==> config.mk <==
export PLATFORM = sky130hd
export DESIGN_NAME = rwsb_bridge
export DESIGN_NICKNAME = d
export VERILOG_FILES = /design/src/rtl/rwsb_bridge.sv
export SDC_FILE = /design/constraint.sdc
export NUM_CORES = 1
export LEC_CHECK = 0
export ABC_AREA = 1
export CORE_UTILIZATION = 40
export CTS_CLUSTER_SIZE = 40
export DETAILED_ROUTE_END_ITERATION = 8
export PLACE_DENSITY_LB_ADDON = 0.2
export SLEW_MARGIN = 20
export SYNTH_ARGS = -nofsm -noshare
export SYNTH_HDL_FRONTEND = slang
export SYNTH_SLANG_ARGS = --single-unit
export TNS_END_PERCENT = 50
==> constraint.sdc <==
create_clock -name clk -period 2.05 [get_ports clk]
set_clock_uncertainty 0.15 [all_clocks]
set_input_delay 0.41 -clock clk [delete_from_list [all_inputs] [get_ports clk]]
set_output_delay 0.41 -clock clk [all_outputs]
set_load 0.005 [all_outputs]
==> src/rtl/rwsb_bridge.sv <==
// rwsb_bridge: turns one-cycle pws/prs strobes into a held upwr/uprd request toward the register space.
// Optional timeout/abort logic (counter, tout, TODAT substitution) is built when RWSB_TOUT_EN is defined.
module rwsb_bridge #(
    parameter int unsigned AW    = 12,
    parameter int unsigned DW    = 16,
    parameter int unsigned TOW   = 8,
    parameter logic [15:0] TODAT = 16'hDEAD
) (
    input  logic          clk,
    input  logic          rst,
    input  logic          pws,
    input  logic          prs,
    input  logic          pcesyn_,
    input  logic [AW-1:0] paddr,
    input  logic [DW-1:0] pdi,
    output logic [DW-1:0] pdo,
    output logic          pbusy,
    output logic [AW-1:0] upa,
    output logic [DW-1:0] upwdat,
    output logic          upwr,
    output logic          uprd,
    input  logic          upack,
    input  logic [DW-1:0] uprdat,
    output logic          tout,
    input  logic          toclr,
    output logic          drop
);

    typedef enum logic [1:0] {IDLE, WREQ, RREQ, HOLD} state_t;

    state_t        state_q;
    logic [DW-1:0] pdo_q;
    logic [DW-1:0] upwdat_q;
    logic [AW-1:0] upa_q;
    logic          upwr_q;
    logic          uprd_q;
    logic          pbusy_q;
    logic          drop_q;
    logic          strobe_d;

    assign strobe_d = pws | prs;

`ifdef RWSB_TOUT_EN
    // Last count value before abort: request stays up for 2**TOW-1 cycles.
    localparam logic [TOW-1:0] CNT_LAST = TOW'((2 ** TOW) - 2);
    localparam logic [DW-1:0]  TO_DATA  = DW'(TODAT);

    logic [TOW-1:0] cnt_q;
    logic           tout_q;

    assign tout = tout_q;
`else
    localparam int unsigned   unused_tow   = TOW;
    localparam logic [15:0]   unused_todat = TODAT;

    logic unused_toclr;

    assign unused_toclr = toclr;
    assign tout         = 1'b0;
`endif

    always_ff @(posedge clk) begin
        if (rst) begin
            state_q  <= IDLE;
            pdo_q    <= '0;
            upa_q    <= '0;
            upwdat_q <= '0;
            upwr_q   <= 1'b0;
            uprd_q   <= 1'b0;
            pbusy_q  <= 1'b0;
            drop_q   <= 1'b0;
`ifdef RWSB_TOUT_EN
            cnt_q    <= '0;
            tout_q   <= 1'b0;
`endif
        end else begin
            drop_q <= 1'b0;
`ifdef RWSB_TOUT_EN
            if (toclr) tout_q <= 1'b0;
`endif
            case (state_q)
                IDLE: begin
                    if (pws) begin
                        upa_q    <= paddr;
                        upwdat_q <= pdi;
                        upwr_q   <= 1'b1;
                        pbusy_q  <= 1'b1;
                        state_q  <= WREQ;
                    end else if (prs) begin
                        upa_q   <= paddr;
                        uprd_q  <= 1'b1;
                        pbusy_q <= 1'b1;
                        state_q <= RREQ;
                    end
`ifdef RWSB_TOUT_EN
                    cnt_q <= '0;
`endif
                end
                WREQ, RREQ: begin
                    drop_q <= strobe_d;
`ifdef RWSB_TOUT_EN
                    cnt_q <= cnt_q + 1'b1;
`endif
                    if (upack) begin
                        upwr_q  <= 1'b0;
                        uprd_q  <= 1'b0;
                        state_q <= HOLD;
                        if (state_q == RREQ) pdo_q <= uprdat;
                    end
`ifdef RWSB_TOUT_EN
                    else if (cnt_q == CNT_LAST) begin
                        upwr_q  <= 1'b0;
                        uprd_q  <= 1'b0;
                        tout_q  <= 1'b1;
                        state_q <= HOLD;
                        if (state_q == RREQ) pdo_q <= TO_DATA;
                    end
`endif
                end
                HOLD: begin
                    // Wait for chip enable release so one CE cycle yields one access.
                    drop_q <= strobe_d;
                    if (pcesyn_) begin
                        pbusy_q <= 1'b0;
                        state_q <= IDLE;
                    end
                end
                default: state_q <= IDLE;
            endcase
        end
    end

    assign pdo    = pdo_q;
    assign upa    = upa_q;
    assign upwdat = upwdat_q;
    assign upwr   = upwr_q;
    assign uprd   = uprd_q;
    assign pbusy  = pbusy_q;
    assign drop   = drop_q;

endmodule

==> flow_summary.yaml <==
worst_setup_path:
  cpLargestDelayFamily: "buffers and inverters"
  path_cells: "clkdlybuf4s50_1"
  start_kind: "flip-flop"
  r2r_cells: 7
  end_kind: "output pin"
  worstSetupPathType: "flip-flop to output pin"
  required_ps: 1490
  r2r_end: "upa[7]"
  critPathArrivalTime_ps: 1160
  slowest_delay_ps: 520
  path_buf_inv: 1
  cp_max_fo: 2
  critPathSlowestCell: "clkdlybuf4s50_1"
  timing.rr.start: "state_q[1]"
  regToRegSetupSlack_ps: 520
clock_network:
  post_cts_buffers: 0
  clkLatencyLatePin_ps: 300
  cts_hold_buf: 0
  cts_resized: 0
  cts.sinks: 50
  ctsHtreeMaxLevel: 2
  path_clk_slew_ps: 90
  cts_max_path_buffers: 2
  cts_tree: "built"
  cts_buffers: 5
  root_buffer: "clkbuf_8"
route:
  vias: 1854
  wire_per_inst_um: 10.7
  avgViaCountPerCell: 4.58
  drc: 0
  drt-initial-drc-count: 46
  drtAntennaViolNets: 0
  drt-total-wl_um: 4330
  drtPass1Iterations: 4
floorplan:
  dieHeight_um: 71.8
  die_w_um: 71.8
  core_sq_um: 4690
  die-area_sq_um: 5160
  io_pins: 100
  rows: 25
  start_util_pct: 41.6
final_layout:
  area_growth_pct: 57.9
  antenna_cells: 0
  num-nets-final: 405
  final_layout_size_suffix_gt1_share_pct: 9.97
power_and_ir_drop:
  powerDensity_nw_per_um2: 1130
  p_seq_share_pct: 39.3
  power.internal_uw: 2390
  irDropWorstVdd_uv: 612
  pwr-share-clk_pct: 18.5
  p_leak_uw: 0.00125
  p_sw_uw: 1090
  combPwrFrac_pct: 42.1
  p_sw_share_pct: 31.4
yosys:
  syn_avg_cell_area_sq_um: 7.77
  synthesis.nets: 306
  netlist_area_sq_um: 1950
  yosys_warnings: 0
  synth.distinct_cells: 21
  synth.yosys.seq_area_share_pct: 51.3
  syn_inst: 251
  ys_seq_elements: 50
timing:
  tns_ps: 0
  timing.hold.ws_ps: 307
  rsz0062_at_grt: "no"
  final_max_slew_viol_count: 0
  max_freq_mhz: 580
  setup_viol: 0
  fin_crit_ps: 1720
  hold_viol_final: 0
  post-route-period-util_pct: 84.1
global_route:
  grt_overflow_total: 0
  grt_pass1_wl_um: 7080
  grtUsageTotal_pct: 17.6
  antenna_found_initial: 0
  grt_pass1_vias: 1627
  grt_max_degree: 26
flow_run:
  maxCapViolations: 0
worst_hold_path:
  whs_endpoint: "pbusy"
  min-delay-start: "pbusy"
  holdPathStages: 2
  hp-class: "flip-flop to flip-flop"
status:
  status: "finished clean"
placed_design:
  dpl.hpwl_um: 3150
  port_buffers: 97
  gp_congestion: 0.742
## area by class of cell
cell class                 instances  area [sq um]
multi-input combinational        175           811
inverter                          14          55.1
fill                             418          1610
clock buffer                       8           110
sequential                        50          1000
timing repair buffer             104          1040
tap                               54          67.6
## cell usage after synthesis
library cell	count	area share, %
a21oi_1	2	0.51
a21oi_2	1	0.45
buf_2	4	1.0
buf_4	1	0.39
buf_6	4	2.3
clkbuf_1	3	0.58
conb_1	1	0.19
dfxtp_1	50	51
ha_1	4	2.6
inv_1	10	1.9
inv_2	3	0.58
inv_4	1	0.32
nand2_1	13	2.5
nand2_2	3	0.96
nand3_1	4	1.0
nor2_1	88	17
nor2_2	10	3.2
nor2_4	2	1.2
nor3_1	1	0.26
o21ai_0	40	10
o21ai_1	6	1.5
## power by group through the flow
stage | combinational [uW] | sequential [uW] | clock, uW
after global placement | 1460 | 1390 | 0
final | 1470 | 1370 | 646
after global routing | 1650 | 1410 | 703
after floorplan | 716 | 1420 | 0
after detailed placement | 1480 | 1400 | 0
after CTS | 1490 | 1370 | 676
## cell usage in the layout (no fill, tap or decap)
master,Yosys,routed
nor3_1,1,1
a21oi_2,1,1
a21oi_1,2,2
o21ai_0,40,40
nor2_2,10,10
dfxtp_1,50,50
nand3_1,4,4
buf_4,1,6
inv_2,3,3
conb_1,1,1
nand2_2,3,3
nor2_4,2,2
nand2_1,13,13
ha_1,4,4
clkbuf_8,0,8
nor2_1,88,88
inv_1,10,10
o21ai_1,6,6
inv_4,1,1
buf_12,0,1
clkdlybuf4s50_1,0,97
## worst max path at each step
stage                           from      end  slack (ps)  cells after the start
after detailed placement         pws   upa[7]         200                      6
final                         upa[5]   upa[5]         330                      1
after CTS                    upa[11]  upa[11]         320                      1
after global placement         upack  pdo[12]         220                      6
after floorplan           state_q[0]   upa[0]         640                      8
after global routing           pbusy    pbusy         290                      1
## worst min-delay path: cells and delay by family, from the launching register on
| family | cells | cell delay, ps |
|---|---|---|
| AOI/OAI and AO/OA | 1 | 40 |
| buffers and inverters | 1 | 60 |
| DFF | 1 | 310 |
## per-layer routing
layer	track usage [%]	vias to the layer above	share of wire, %
met5	0	-	0
met4	7.19	0	1.6
met3	5.77	6	6.9
met2	30.4	50	47
met1	20.0	814	44
li1	-	984	-
## state kept, by name, indices dropped and copies added (netlist names)
register	cells
pdo	16
upwdat	16
upa	12
state_q	2
drop	1
pbusy	1
uprd	1
upwr	1
## kinds of logic after synthesis
family / after synthesis / share of synthesized area, %
adder cells (fa/ha/maj): 4 / 2.57
other: 1 / 0.192
flip-flops: 50 / 51.3
buffers and inverters: 26 / 7.12
AO/OA/AOI/OAI: 49 / 12.8
AND/OR/NAND/NOR: 121 / 26.0
## through the flow
step                      area (sq um)  instances  setup WS, ps  utilization, %  total power [uW]
after global routing              3080        405           287            65.7              3760
after global placement            2970        397           220            63.3              2850
final                             3080        405           325            65.7              3480
after floorplan                   1950        251           636               -              2140
after CTS                         3080        405           319            65.7              3540
after detailed placement          2970        397           198            63.3              2870
(Power assumes the default switching activity.)
